$ cat src/rtl/comparador_serial_izq_der.sv
// ---------------------------------------------------------------------------
// comparador_serial_izq_der
// Bit-serial unsigned magnitude comparator scanning MSB to LSB, one bit per
// clock. Operands are captured when a request is accepted, so later changes
// on A/B do not disturb a comparison in progress.
//
// Ports:
//   clk    in   rising-edge clock
//   rst_n  in   synchronous active-low reset
//   start  in   compare request, only looked at in IDLE
//   A, B   in   N-bit unsigned operands (bit N-1 is the MSB)
//   busy   out  high while comparing
//   done   out  one-cycle pulse, result valid
//   mayor  out  A > B
//   igual  out  A == B
//   menor  out  A < B
//
// state      | meaning
// -----------+------------------------------------------------------------
// ST_IDLE    | waiting for start; result flags hold the last outcome
// ST_COMPARE | checking captured bit idx, moving towards the LSB
// ST_DONE    | result just resolved; done is high for this one cycle
// ---------------------------------------------------------------------------
module comparador_serial_izq_der #(
    parameter int N = 8
) (
    input  logic         clk,
    input  logic         rst_n,
    input  logic         start,
    input  logic [N-1:0] A,
    input  logic [N-1:0] B,
    output logic         busy,
    output logic         done,
    output logic         mayor,
    output logic         igual,
    output logic         menor
);

    // Index is at least one bit wide so N=1 still has a legal counter.
    localparam int IW = (N > 1) ? $clog2(N) : 1;

    typedef enum logic [1:0] {
        ST_IDLE    = 2'd0,
        ST_COMPARE = 2'd1,
        ST_DONE    = 2'd2
    } state_t;

    state_t         state;
    state_t         state_nxt;
    logic [N-1:0]   a_q;
    logic [N-1:0]   b_q;
    logic [N-1:0]   a_nxt;
    logic [N-1:0]   b_nxt;
    logic [IW-1:0]  idx;
    logic [IW-1:0]  idx_nxt;
    logic           bit_a;
    logic           bit_b;
    logic           idx_last;
    logic           busy_nxt;
    logic           done_nxt;
    logic           mayor_nxt;
    logic           igual_nxt;
    logic           menor_nxt;

    assign bit_a    = a_q[idx];
    assign bit_b    = b_q[idx];
    assign idx_last = (idx == '0);

    // State register
    always_ff @(posedge clk) begin
        if (!rst_n) begin
            state <= ST_IDLE;
        end else begin
            state <= state_nxt;
        end
    end

    // Next-state logic
    always_comb begin
        state_nxt = state;
        case (state)
            ST_IDLE: begin
                if (start) begin
                    state_nxt = ST_COMPARE;
                end
            end
            ST_COMPARE: begin
                if ((bit_a != bit_b) || idx_last) begin
                    state_nxt = ST_DONE;
                end
            end
            ST_DONE: begin
                state_nxt = ST_IDLE;
            end
            default: begin
                state_nxt = ST_IDLE;
            end
        endcase
    end

    // Output / datapath next values; everything is registered below so the
    // outputs are glitch-free and aligned with the state register.
    always_comb begin
        a_nxt     = a_q;
        b_nxt     = b_q;
        idx_nxt   = idx;
        mayor_nxt = mayor;
        igual_nxt = igual;
        menor_nxt = menor;
        case (state)
            ST_IDLE: begin
                if (start) begin
                    a_nxt     = A;
                    b_nxt     = B;
                    idx_nxt   = IW'(N - 1);
                    mayor_nxt = 1'b0;
                    igual_nxt = 1'b0;
                    menor_nxt = 1'b0;
                end
            end
            ST_COMPARE: begin
                if (bit_a != bit_b) begin
                    mayor_nxt = bit_a;
                    menor_nxt = ~bit_a;
                end else if (idx_last) begin
                    igual_nxt = 1'b1;
                end else begin
                    // Only reached with idx > 0, so this never wraps.
                    idx_nxt = idx - IW'(1);
                end
            end
            default: begin
            end
        endcase
        busy_nxt = (state_nxt == ST_COMPARE);
        done_nxt = (state_nxt == ST_DONE);
    end

    // Datapath and output registers
    always_ff @(posedge clk) begin
        if (!rst_n) begin
            a_q   <= '0;
            b_q   <= '0;
            idx   <= '0;
            busy  <= 1'b0;
            done  <= 1'b0;
            mayor <= 1'b0;
            igual <= 1'b0;
            menor <= 1'b0;
        end else begin
            a_q   <= a_nxt;
            b_q   <= b_nxt;
            idx   <= idx_nxt;
            busy  <= busy_nxt;
            done  <= done_nxt;
            mayor <= mayor_nxt;
            igual <= igual_nxt;
            menor <= menor_nxt;
        end
    end

endmodule

$ cat config.mk
export PLATFORM = sky130hd
export DESIGN_NAME = comparador_serial_izq_der
export DESIGN_NICKNAME = d
export VERILOG_FILES = /design/src/rtl/comparador_serial_izq_der.sv
export SDC_FILE = /design/constraint.sdc
export NUM_CORES = 1
export LEC_CHECK = 0
export BUFFER_PORTS_ARGS = -buffer_cell sky130_fd_sc_hd__buf_2
export CAP_MARGIN = 10
export CORE_MARGIN = 1
export CORE_UTILIZATION = 55
export CTS_BUF_LIST = sky130_fd_sc_hd__clkbuf_4
export DETAILED_ROUTE_END_ITERATION = 6
export PLACE_DENSITY = 0.83
export SLEW_MARGIN = 0
export SYNTH_ARGS = -nofsm -noshare
export SYNTH_HDL_FRONTEND = slang
export SYNTH_SLANG_ARGS = --single-unit
$ cat constraint.sdc
create_clock -name clk -period 3.6 [get_ports clk]
set_input_delay 0.72 -clock clk [delete_from_list [all_inputs] [get_ports clk]]
set_output_delay 0.72 -clock clk [all_outputs]
set_load 0.005 [all_outputs]
==> results of run 1 <==
## area by class of cell
type                       instances  area [um^2]  area share (%)
clock buffer                       3        22.52           1.741
clock inverter                     1        3.754          0.2901
inverter                           3        11.26          0.8704
multi-input combinational         91        586.8           45.36
sequential                        26        520.5           40.23
tap                               27        33.78           2.611
timing repair buffer              23        115.1           8.897
## critical path: stages, from the launching register on
cell and delay, ns:
dfxtp_1 0.54, mux4_1 0.65, mux2i_4 0.21, xnor2_2 0.22
a211oi_1 0.15, a211oi_1 0.27
## cells in the mapped netlist, types with 2 or more instances
library cell and instances:
a211oi_1 5, nor2_1 5, dfxtp_1 26, nand3_1 2, ha_1 2, a21oi_1 18, inv_1 3, mux4_1 2
clkbuf_1 5, mux4_2 2, nand2_1 36, nand2b_1 2, o21a_1 3, mux2i_4 2, nor2b_1 2
## state kept, by name, indices dropped and copies added (netlist names)
signal and count:
done 1, busy 1, mayor 1, state 2, b_q 8, a_q 8
menor 1, idx 3, igual 1
## power breakdown
group,switching [uW],internal [uW]
clock network,82.9,40.6
logic,89.1,79.3
registers,27.5,318
## worst max path at each step
| stage | end | slack (ns) | depth (start not counted) |
|---|---|---|---|
| 3_3_place_gp | idx[1] | 1.54 | 5 |
| 3_5_place_dp | idx[1] | 1.48 | 5 |
| 4_1_cts | idx[1] | 1.47 | 5 |
| 5_1_grt | idx[0] | 1.28 | 5 |
| 6_report | idx[0] | 1.48 | 5 |
| 2_1_floorplan | idx[1] | 1.69 | 6 |
## metrics by stage
step	utilization (%)	instances	cell area [um^2]	hold WS, ns
after detailed placement	64.60	170	1267	0.4459
after floorplan	-	127	1154	0.4315
after global placement	64.60	170	1267	0.4403
after CTS	65.94	174	1294	0.4639
final	65.94	174	1294	0.4636
after global routing	65.94	174	1294	0.4949
## routing by layer
layer / GRT usage [%] / vias to the layer above / share of wire [%]
li1: - / 480 / -
met1: 29.93 / 436 / 46
met2: 37.03 / 19 / 50
met3: 2.642 / 5 / 2.0
met4: 7.778 / 0 / 1.5
met5: 0 / - / 0
## kinds of logic after synthesis
| kind of cell | count (synthesis) |
|---|---|
| buffers and inverters | 10 |
| AND/OR/NAND/NOR | 53 |
| XOR/XNOR | 1 |
| adder cells (fa/ha/maj) | 2 |
| flip-flops | 26 |
| multiplexers | 6 |
| AO/OA/AOI/OAI | 29 |
## layout by cell type (no fill, tap or decap)
| cell | Yosys | final |
|---|---|---|
| nand2_1 | 36 | 36 |
| dfxtp_1 | 26 | 26 |
| buf_2 | 1 | 23 |
| a21oi_1 | 18 | 18 |
| nor2_1 | 5 | 5 |
| a211oi_1 | 5 | 5 |
| inv_1 | 3 | 3 |
| o21a_1 | 3 | 3 |
| clkbuf_4 | 0 | 3 |
| mux4_2 | 2 | 2 |
| mux2i_4 | 2 | 2 |
| mux4_1 | 2 | 2 |
| nor2b_1 | 2 | 2 |
| nand2b_1 | 2 | 2 |
| nand3_1 | 2 | 2 |
| ha_1 | 2 | 2 |
| and2_0 | 1 | 1 |
| xnor2_2 | 1 | 1 |
| and2_4 | 1 | 1 |
| o311a_1 | 1 | 1 |
| a31oi_1 | 1 | 1 |
| nor3_1 | 1 | 1 |
| and2_1 | 1 | 1 |
| o21ai_1 | 1 | 1 |
| nand4_1 | 1 | 1 |
| and4b_1 | 1 | 1 |
| clkinv_1 | 0 | 1 |
==> run_results.csv, run 1 <==
group,metric,value,unit
global_route,grt_max_degree,23,
synthesis,ys_warn_count,0,
layout,fin_nets,169,
clock_network,clock-sinks,26,
synthesis,syn_inst,127,
layout,drive_gt1_share,21.77,%
timing,hold_violations,0,
clock_network,cts_root_buf,"clkbuf_4",
power,power_leakage,0.0005301,uW
timing,period_minus_slack,2.120,ns
die,initial_core_util,58.80,%
synthesis,async_flop_share,0,%
die,die_width,47.80,um
synthesis,avgSynthCellArea,9.084,um^2
die,rows,16,
timing,relSlewSlack,27.56,%
clock_network,clkTransAtPathRegs,0.13,ns
synthesis,ys_seq_area_share,45.12,%
clock_network,postCtsSetupBuffers,0,
die,design.core.area,0.001962,mm^2
synthesis,synth-seq-cells,26,
synthesis,yosysTopAreaCellShare,45.12,%
synthesis,synth_ff_type,"dfxtp_1",
synthesis,synth.top_cells.by_area,"dfxtp_1 (45%), nand2_1 (12%), a21oi_1 (7.8%), mux4_1 (4.6%), mux2i_4 (3.9%)",
clock_network,numCtsBuffers,3,
critical_path,r2r_start,"idx[0]",
critical_path,reg2reg_setup_slack,1.48,ns
global_route,grtUsageTotal,22.26,%
timing,tightest_slew,1.086,ns
placement,dpl_worst_slack,1.480,ns
synthesis,synth_mux_area_share,12.36,%
timing,setup_tns,0,ns
drt,via_per_inst,5.402,
clock_network,clkLatencyLatePin,0.32,ns
clock_network,ctsResizeCount,0,
flow_run,drv_cap,0,
timing,fmax,0.4716,GHz
layout,syn2layout_area_growth,12.15,%
die,die_y,47.80,um
clock_network,cts_tree,"done",
clock_network,cts_buffer_depth,2,
timing,clock-skew-final,0.008113,ns
synthesis,yosysTopAreaCell,"dfxtp_1",
drt,drc,0,
placement,dp_hpwl,1539,um
power,power.density,492.5,mW/mm^2
layout,antenna_cells,0,
worst_hold_path,hold_start,"a_q[2]",
timing,rsz0062_at_grt,"no",
power,total_power,637.1,uW
timing,final.setup.worst_slack,1.480,ns
drt,firstDrtPassIters,4,
power,ir_drop,0.2738,mV
timing,finalCritPeriodShare,58.90,%
layout,nFillCells,182,
critical_path,critPathKind,"reg -> reg",
critical_path,crit_path_end_kind,"flip-flop",
synthesis,synth_compound_area_share,14.86,%
worst_hold_path,hold_path_end,"a_q[2]",
worst_hold_path,hold_path_depth,2,
placement,io_buffers,23,
timing,setup_viol_count_final,0,
synthesis,synth_edf_count,0,
global_route,grt_pass1_wl,3581,um
global_route,antenna_found_initial,0,
die,die-area,0.002285,mm^2
die,io_pins,24,
global_route,grt_pass1_vias,855,
synthesis,synth-xor-area-share,1.410,%
global_route,gr-total-overflow,0,
critical_path,worst-endpoint-arrival,2.35,ns
drt,drtAntennaViolNets,0,
critical_path,start_kind,"flip-flop",
synthesis,netlist_area,0.001154,mm^2
synthesis,synth_fa_ha_area_share,2.169,%
clock_network,htreeDepth,1,
critical_path,crit_required,3.83,ns
critical_path,r2r_end,"idx[0]",
critical_path,setup.worst_path.start,"idx[0]",
drt,drt-total-wl,2104,um
drt,drt_iter0_markers,11,
critical_path,rr_worst_depth,5,
synthesis,synth_top_family_by_area,"simple AND/OR/NAND/NOR gates",
synthesis,synth-simple-area-share,20.07,%
critical_path,path_max_fanout,9,
worst_hold_path,worstHoldPathType,"reg -> reg",
clock_network,ctsHoldBuffers,0,
drt,via_count,940,
placement,place_congestion,0.7687,
synthesis,synthDistinctLibCells,27,
run_status,outcome,"finished clean",
timing,drv_slew,0,
synthesis,synth_nets,148,
drt,wl_per_cell,12.09,um
(Power assumes the default switching activity.)
==> run 2, diff against run 1 <==
==> constraint.sdc (replaced) <==
create_clock -name clk -period 2.2 [get_ports clk]
set_input_delay 0.44 -clock clk [delete_from_list [all_inputs] [get_ports clk]]
set_output_delay 0.44 -clock clk [all_outputs]
set_load 0.005 [all_outputs]
==> run 2 against run 1 <==
Compared with the run above: sequential power is 64% higher; flip-flop and latch count unchanged; largest cell class unchanged; core utilization grew 0.77 points; die area unchanged; fmax rose by 1.6%; clock power grew 65%; clock skew grew 0.0041 ns; combinational power increased by 67%; via count is 1.3% lower.
==> run_results.csv, run 2 (synthesis results as in run 1) <==
group,metric,value,unit
flow_run,drv_cap,0,
critical_path,setup.worst_path.start,"idx[0]",
critical_path,start_kind,"flip-flop",
drt,drtAntennaViolNets,0,
timing,finalCritPeriodShare,94.82,%
critical_path,reg2reg_setup_slack,0.11,ns
layout,final_common_cell,"nand2_1",
timing,clock-skew-final,0.01217,ns
global_route,grtUsageTotal,20.60,%
clock_network,postCtsSetupBuffers,0,
global_route,gr-total-overflow,0,
power,power_leakage,0.0005397,uW
global_route,antenna_found_initial,0,
global_route,grt_max_degree,22,
timing,fmax,0.4794,GHz
clock_network,clkTransAtPathRegs,0.14,ns
timing,setup_tns,0,ns
clock_network,ctsResizeCount,0,
critical_path,r2r_start,"idx[0]",
critical_path,crit_path_end_kind,"flip-flop",
die,io_pins,24,
critical_path,path_max_fanout,9,
die,die-area,0.002285,mm^2
layout,top_regs,"a_q: 8 flops, b_q: 8 flops, idx: 3 flops",
critical_path,cp-endpoint,"idx[1]",
critical_path,critPathKind,"reg -> reg",
drt,drt_iter0_markers,9,
drt,drt-total-wl,2178,um
placement,dp_cells,172,
timing,tightest_slew,0.6000,ns
die,die_y,47.80,um
timing,hold_violations,0,
critical_path,crit_required,2.43,ns
layout,fin_nets,171,
worst_hold_path,worstHoldPathType,"in -> reg",
placement,dp_hpwl,1637,um
timing,rsz0062_at_grt,"no",
drt,firstDrtPassIters,4,
clock_network,cts_root_buf,"clkbuf_4",
clock_network,cts_buffer_depth,2,
clock_network,cts_tree,"done",
die,rows,16,
timing,drv_slew,0,
global_route,grt_pass1_vias,778,
layout,syn2layout_area_growth,13.45,%
critical_path,worst-endpoint-arrival,2.31,ns
power,power.density,803.2,mW/mm^2
critical_path,rr_worst_depth,5,
drt,via_count,928,
die,die_width,47.80,um
layout,nFillCells,191,
run_status,outcome,"finished clean",
global_route,grt_pass1_wl,3222,um
power,ir_drop,0.5031,mV
clock_network,numCtsBuffers,3,
critical_path,cpMaxStageDelayCell,"mux4_1",
drt,via_per_inst,5.273,
timing,period_minus_slack,2.086,ns
timing,relSlewSlack,59.96,%
drt,wl_per_cell,12.38,um
layout,layout_common_cells,"nand2_1 (36), dfxtp_1 (26), buf_2 (23)",
timing,setup_viol_count_final,0,
critical_path,cp_cell_sequence,"mux4_1 -> mux2i_4 -> xnor2_2 -> and2_4 -> o311a_1",
clock_network,clkLatencyLatePin,0.32,ns
clock_network,ctsHoldBuffers,0,
layout,fin_cells,176,
die,design.core.area,0.001962,mm^2
layout,drive_gt1_share,22.82,%
drt,drc,0,
die,initial_core_util,58.80,%
critical_path,r2r_end,"idx[1]",
clock_network,clock-sinks,26,
clock_network,htreeDepth,1,
placement,place_congestion,0.8128,
placement,io_buffers,23,
critical_path,max_stage_delay,0.64,ns
layout,antenna_cells,0,
## run 2: cell count changes in the layout (fill, tap and decap cells not counted), sizes merged
cell / previous run / this run
buf: 23 / 25
## run 2: power by group
group          total (uW)  internal, uW  switching (uW)
Sequential            565           520            45.1
Clock                 205          66.3             139
Combinational         281           135             146
Total                1050           722             329
## run 2: critical path, delay by kind of cell, from the launching register on
kind	cells	cell delay, ns
AOI/OAI and AO/OA	1	0.27
DFF	1	0.52
xor gates and xnor gates	1	0.16
muxes	2	0.85
and+or+nand+nor	1	0.19
## run 2: layer usage
layer  track usage [%]  wire [um]  vias to the layer above
li1                  -          -                      481
met4             5.000          7                        0
met3             4.528         61                        2
met2             37.03       1100                       18
met5                 0          0                        -
met1             24.88       1009                      427
## run 2: final cells by class
type / count / area (um^2) / share of cell area [%]
multi-input combinational: 91 / 586.8 / 44.84
sequential: 26 / 520.5 / 39.77
timing repair buffer: 25 / 130.1 / 9.943
tap: 27 / 33.78 / 2.581
clock buffer: 3 / 22.52 / 1.721
inverter: 3 / 11.26 / 0.8604
clock inverter: 1 / 3.754 / 0.2868
## run 2: stage by stage
stage	worst slack (ns)	total power [uW]	utilization [%]	hold slack (ns)	cell area [um^2]
after floorplan	0.2940	791.9	-	0.4315	1154
after global placement	0.1475	842.8	65.37	0.4436	1282
after detailed placement	0.1247	858.2	65.37	0.4489	1282
after CTS	0.1079	1053	66.71	0.3400	1309
after global routing	0.007432	1106	66.71	0.3487	1309
final	0.1139	1051	66.71	0.3384	1309
## run 2: worst min path at each step
stage,from,endpoint,slack (ns),cells after the start
3_5_place_dp,b_q[1],b_q[1],0.45,2
2_1_floorplan,a_q[1],a_q[1],0.43,2
3_3_place_gp,a_q[7],a_q[7],0.44,2
6_report,B[1],b_q[1],0.34,3
5_1_grt,A[3],a_q[3],0.35,3
4_1_cts,B[1],b_q[1],0.34,3
==> run 3, diff against run 2 <==
--- a/config.mk
+++ b/config.mk
@@ -8,10 +8,10 @@
 export BUFFER_PORTS_ARGS = -buffer_cell sky130_fd_sc_hd__buf_2
 export CAP_MARGIN = 10
 export CORE_MARGIN = 1
-export CORE_UTILIZATION = 55
+export CORE_UTILIZATION = 50
 export CTS_BUF_LIST = sky130_fd_sc_hd__clkbuf_4
 export DETAILED_ROUTE_END_ITERATION = 6
-export PLACE_DENSITY = 0.83
+export PLACE_DENSITY = 0.77
 export SLEW_MARGIN = 0
 export SYNTH_ARGS = -nofsm -noshare
 export SYNTH_HDL_FRONTEND = slang
==> run 3 against run 2 <==
Compared with the run above: register-to-register slack improved by 0.05 ns; clock-buffer cell count stayed put; combinational power about the same; fmax rose by 2.5%; sequential power about the same; largest cell class unchanged; critical path type unchanged; first-iteration DRC count shrank 22%; final cell count stayed put; critical endpoint unchanged.
==> run_results.csv, run 3 (synthesis results as in run 1) <==
group,metric,value,unit
run_status,outcome,"finished clean",
critical_path,path_max_fanout,9,
die,die_width,50.04,um
timing,setup_viol_count_final,0,
drt,drt_iter0_markers,7,
critical_path,max_stage_delay,0.62,ns
die,io_pins,24,
layout,top_regs,"a_q: 8 flops, b_q: 8 flops, idx: 3 flops",
clock_network,cts_tree,"done",
timing,drv_slew,0,
worst_hold_path,hold_start,"A[3]",
layout,final_common_cell,"nand2_1",
power,ir_drop,0.4198,mV
critical_path,cp_cell_sequence,"mux4_1 -> mux2i_4 -> xnor2_2 -> and2_4 -> o311a_1",
global_route,grtUsageTotal,19.61,%
clock_network,clkLatencyLatePin,0.33,ns
die,die_y,50.04,um
global_route,gr-total-overflow,0,
drt,drt-met1-wl,1020,um
critical_path,path_delay_family,"multiplexers",
layout,antenna_cells,0,
critical_path,start_kind,"flip-flop",
clock_network,postCtsSetupBuffers,0,
drt,wl_met3,56,um
timing,clock-skew-final,0.01087,ns
drt,drt-total-wl,2102,um
die,initial_core_util,52.66,%
placement,dp_hpwl,1574,um
global_route,antenna_found_initial,0,
clock_network,numCtsBuffers,3,
clock_network,htreeDepth,1,
critical_path,rr_worst_depth,5,
worst_hold_path,hold_path_depth,3,
global_route,grt_pass1_wl,3739,um
global_route,grt_max_degree,22,
critical_path,crit_required,2.42,ns
critical_path,cpMaxStageDelayCell,"mux4_1",
placement,place_congestion,0.7014,
worst_hold_path,hold_path_end,"a_q[3]",
placement,io_buffers,23,
timing,hold_violations,0,
clock_network,cts_root_buf,"clkbuf_4",
drt,via_per_inst,5.216,
die,die-area,0.002504,mm^2
power,power_leakage,0.0005384,uW
global_route,grt_pass1_vias,887,
timing,fmax,0.4913,GHz
critical_path,worst-endpoint-arrival,2.26,ns
power,total_power,1047,uW
placement,dpl_worst_slack,0.08773,ns
drt,drtAntennaViolNets,0,
layout,layout_common_cells,"nand2_1 (36), dfxtp_1 (25), buf_2 (23)",
drt,wl_per_cell,11.94,um
clock_network,clock-sinks,26,
drt,top_layer,"met4",
timing,setup_tns,0,ns
drt,drc,0,
clock_network,clkTransAtPathRegs,0.14,ns
layout,fin_cells,176,
worst_hold_path,worstHoldPathType,"in -> reg",
timing,relSlewSlack,57.09,%
timing,final.setup.worst_slack,0.1645,ns
critical_path,crit_path_end_kind,"flip-flop",
timing,hold_ws,0.3288,ns
die,design.core.area,0.002191,mm^2
drt,firstDrtPassIters,4,
timing,finalCritPeriodShare,92.52,%
flow_run,drv_cap,0,
timing,rsz0062_at_grt,"no",
timing,period_minus_slack,2.036,ns
placement,dp_cells,173,
critical_path,critPathKind,"reg -> reg",
critical_path,crit_buf_inv,0,
layout,fin_nets,171,
drt,met2_length,989,um
critical_path,cp.depth,5,
layout,nFillCells,199,
drt,via_count,918,
layout,drive_gt1_share,23.65,%
timing,tightest_slew,0.6430,ns
layout,syn2layout_area_growth,13.34,%
power,power.density,800.9,mW/mm^2
critical_path,r2r_start,"idx[0]",
die,rows,17,
critical_path,reg2reg_setup_slack,0.16,ns
clock_network,cts_buffer_depth,2,
critical_path,r2r_end,"idx[1]",
-- run 3: layer usage --
layer	up-vias	GRT usage, %
li1	479	-
met1	417	24.08
met2	17	33.56
met3	5	2.778
met4	0	8.571
met5	-	0
-- run 3: final cells by class --
type	count	area, um^2	share of cell area [%]
timing repair buffer	25	130.1	9.952
tap	28	35.03	2.679
clock buffer	3	22.52	1.722
sequential	26	521.8	39.90
multi-input combinational	91	586.8	44.88
inverter	3	11.26	0.8612
-- run 3: where the power goes --
part	internal [uW]	switching (uW)
clock network	64.3	138
registers	521	44.7
logic	135	145
-- run 3: worst register-to-register path: cells and delay by family (launching register included) --
kind / cells / cell delay, ns
compound gates: 1 / 0.28
flops: 1 / 0.45
simple gates: 1 / 0.20
xor+xnor: 1 / 0.17
mux: 2 / 0.84
-- run 3: stage by stage --
step | utilization [%] | area, um^2
floorplan | - | 1154
global placement | 58.60 | 1284
detailed placement | 58.60 | 1284
CTS | 59.62 | 1306
global route | 59.68 | 1308
finish | 59.68 | 1308
-- run 3: how the worst max path moves through the flow --
| stage | slack [ns] | startpoint | to |
|---|---|---|---|
| CTS | 0.06 | idx[0] | idx[1] |
| detailed placement | 0.09 | idx[0] | idx[1] |
| global placement | 0.15 | idx[0] | idx[1] |
| global route | 0.08 | idx[0] | idx[1] |
| floorplan | 0.29 | idx[0] | idx[1] |
| finish | 0.16 | idx[0] | idx[1] |
-- run 3: what timing repair did --
item	4_1_cts	5_1_grt
gates resized for setup	0	1
endpoints found under the setup margin	0	3
hold buffers	0	0
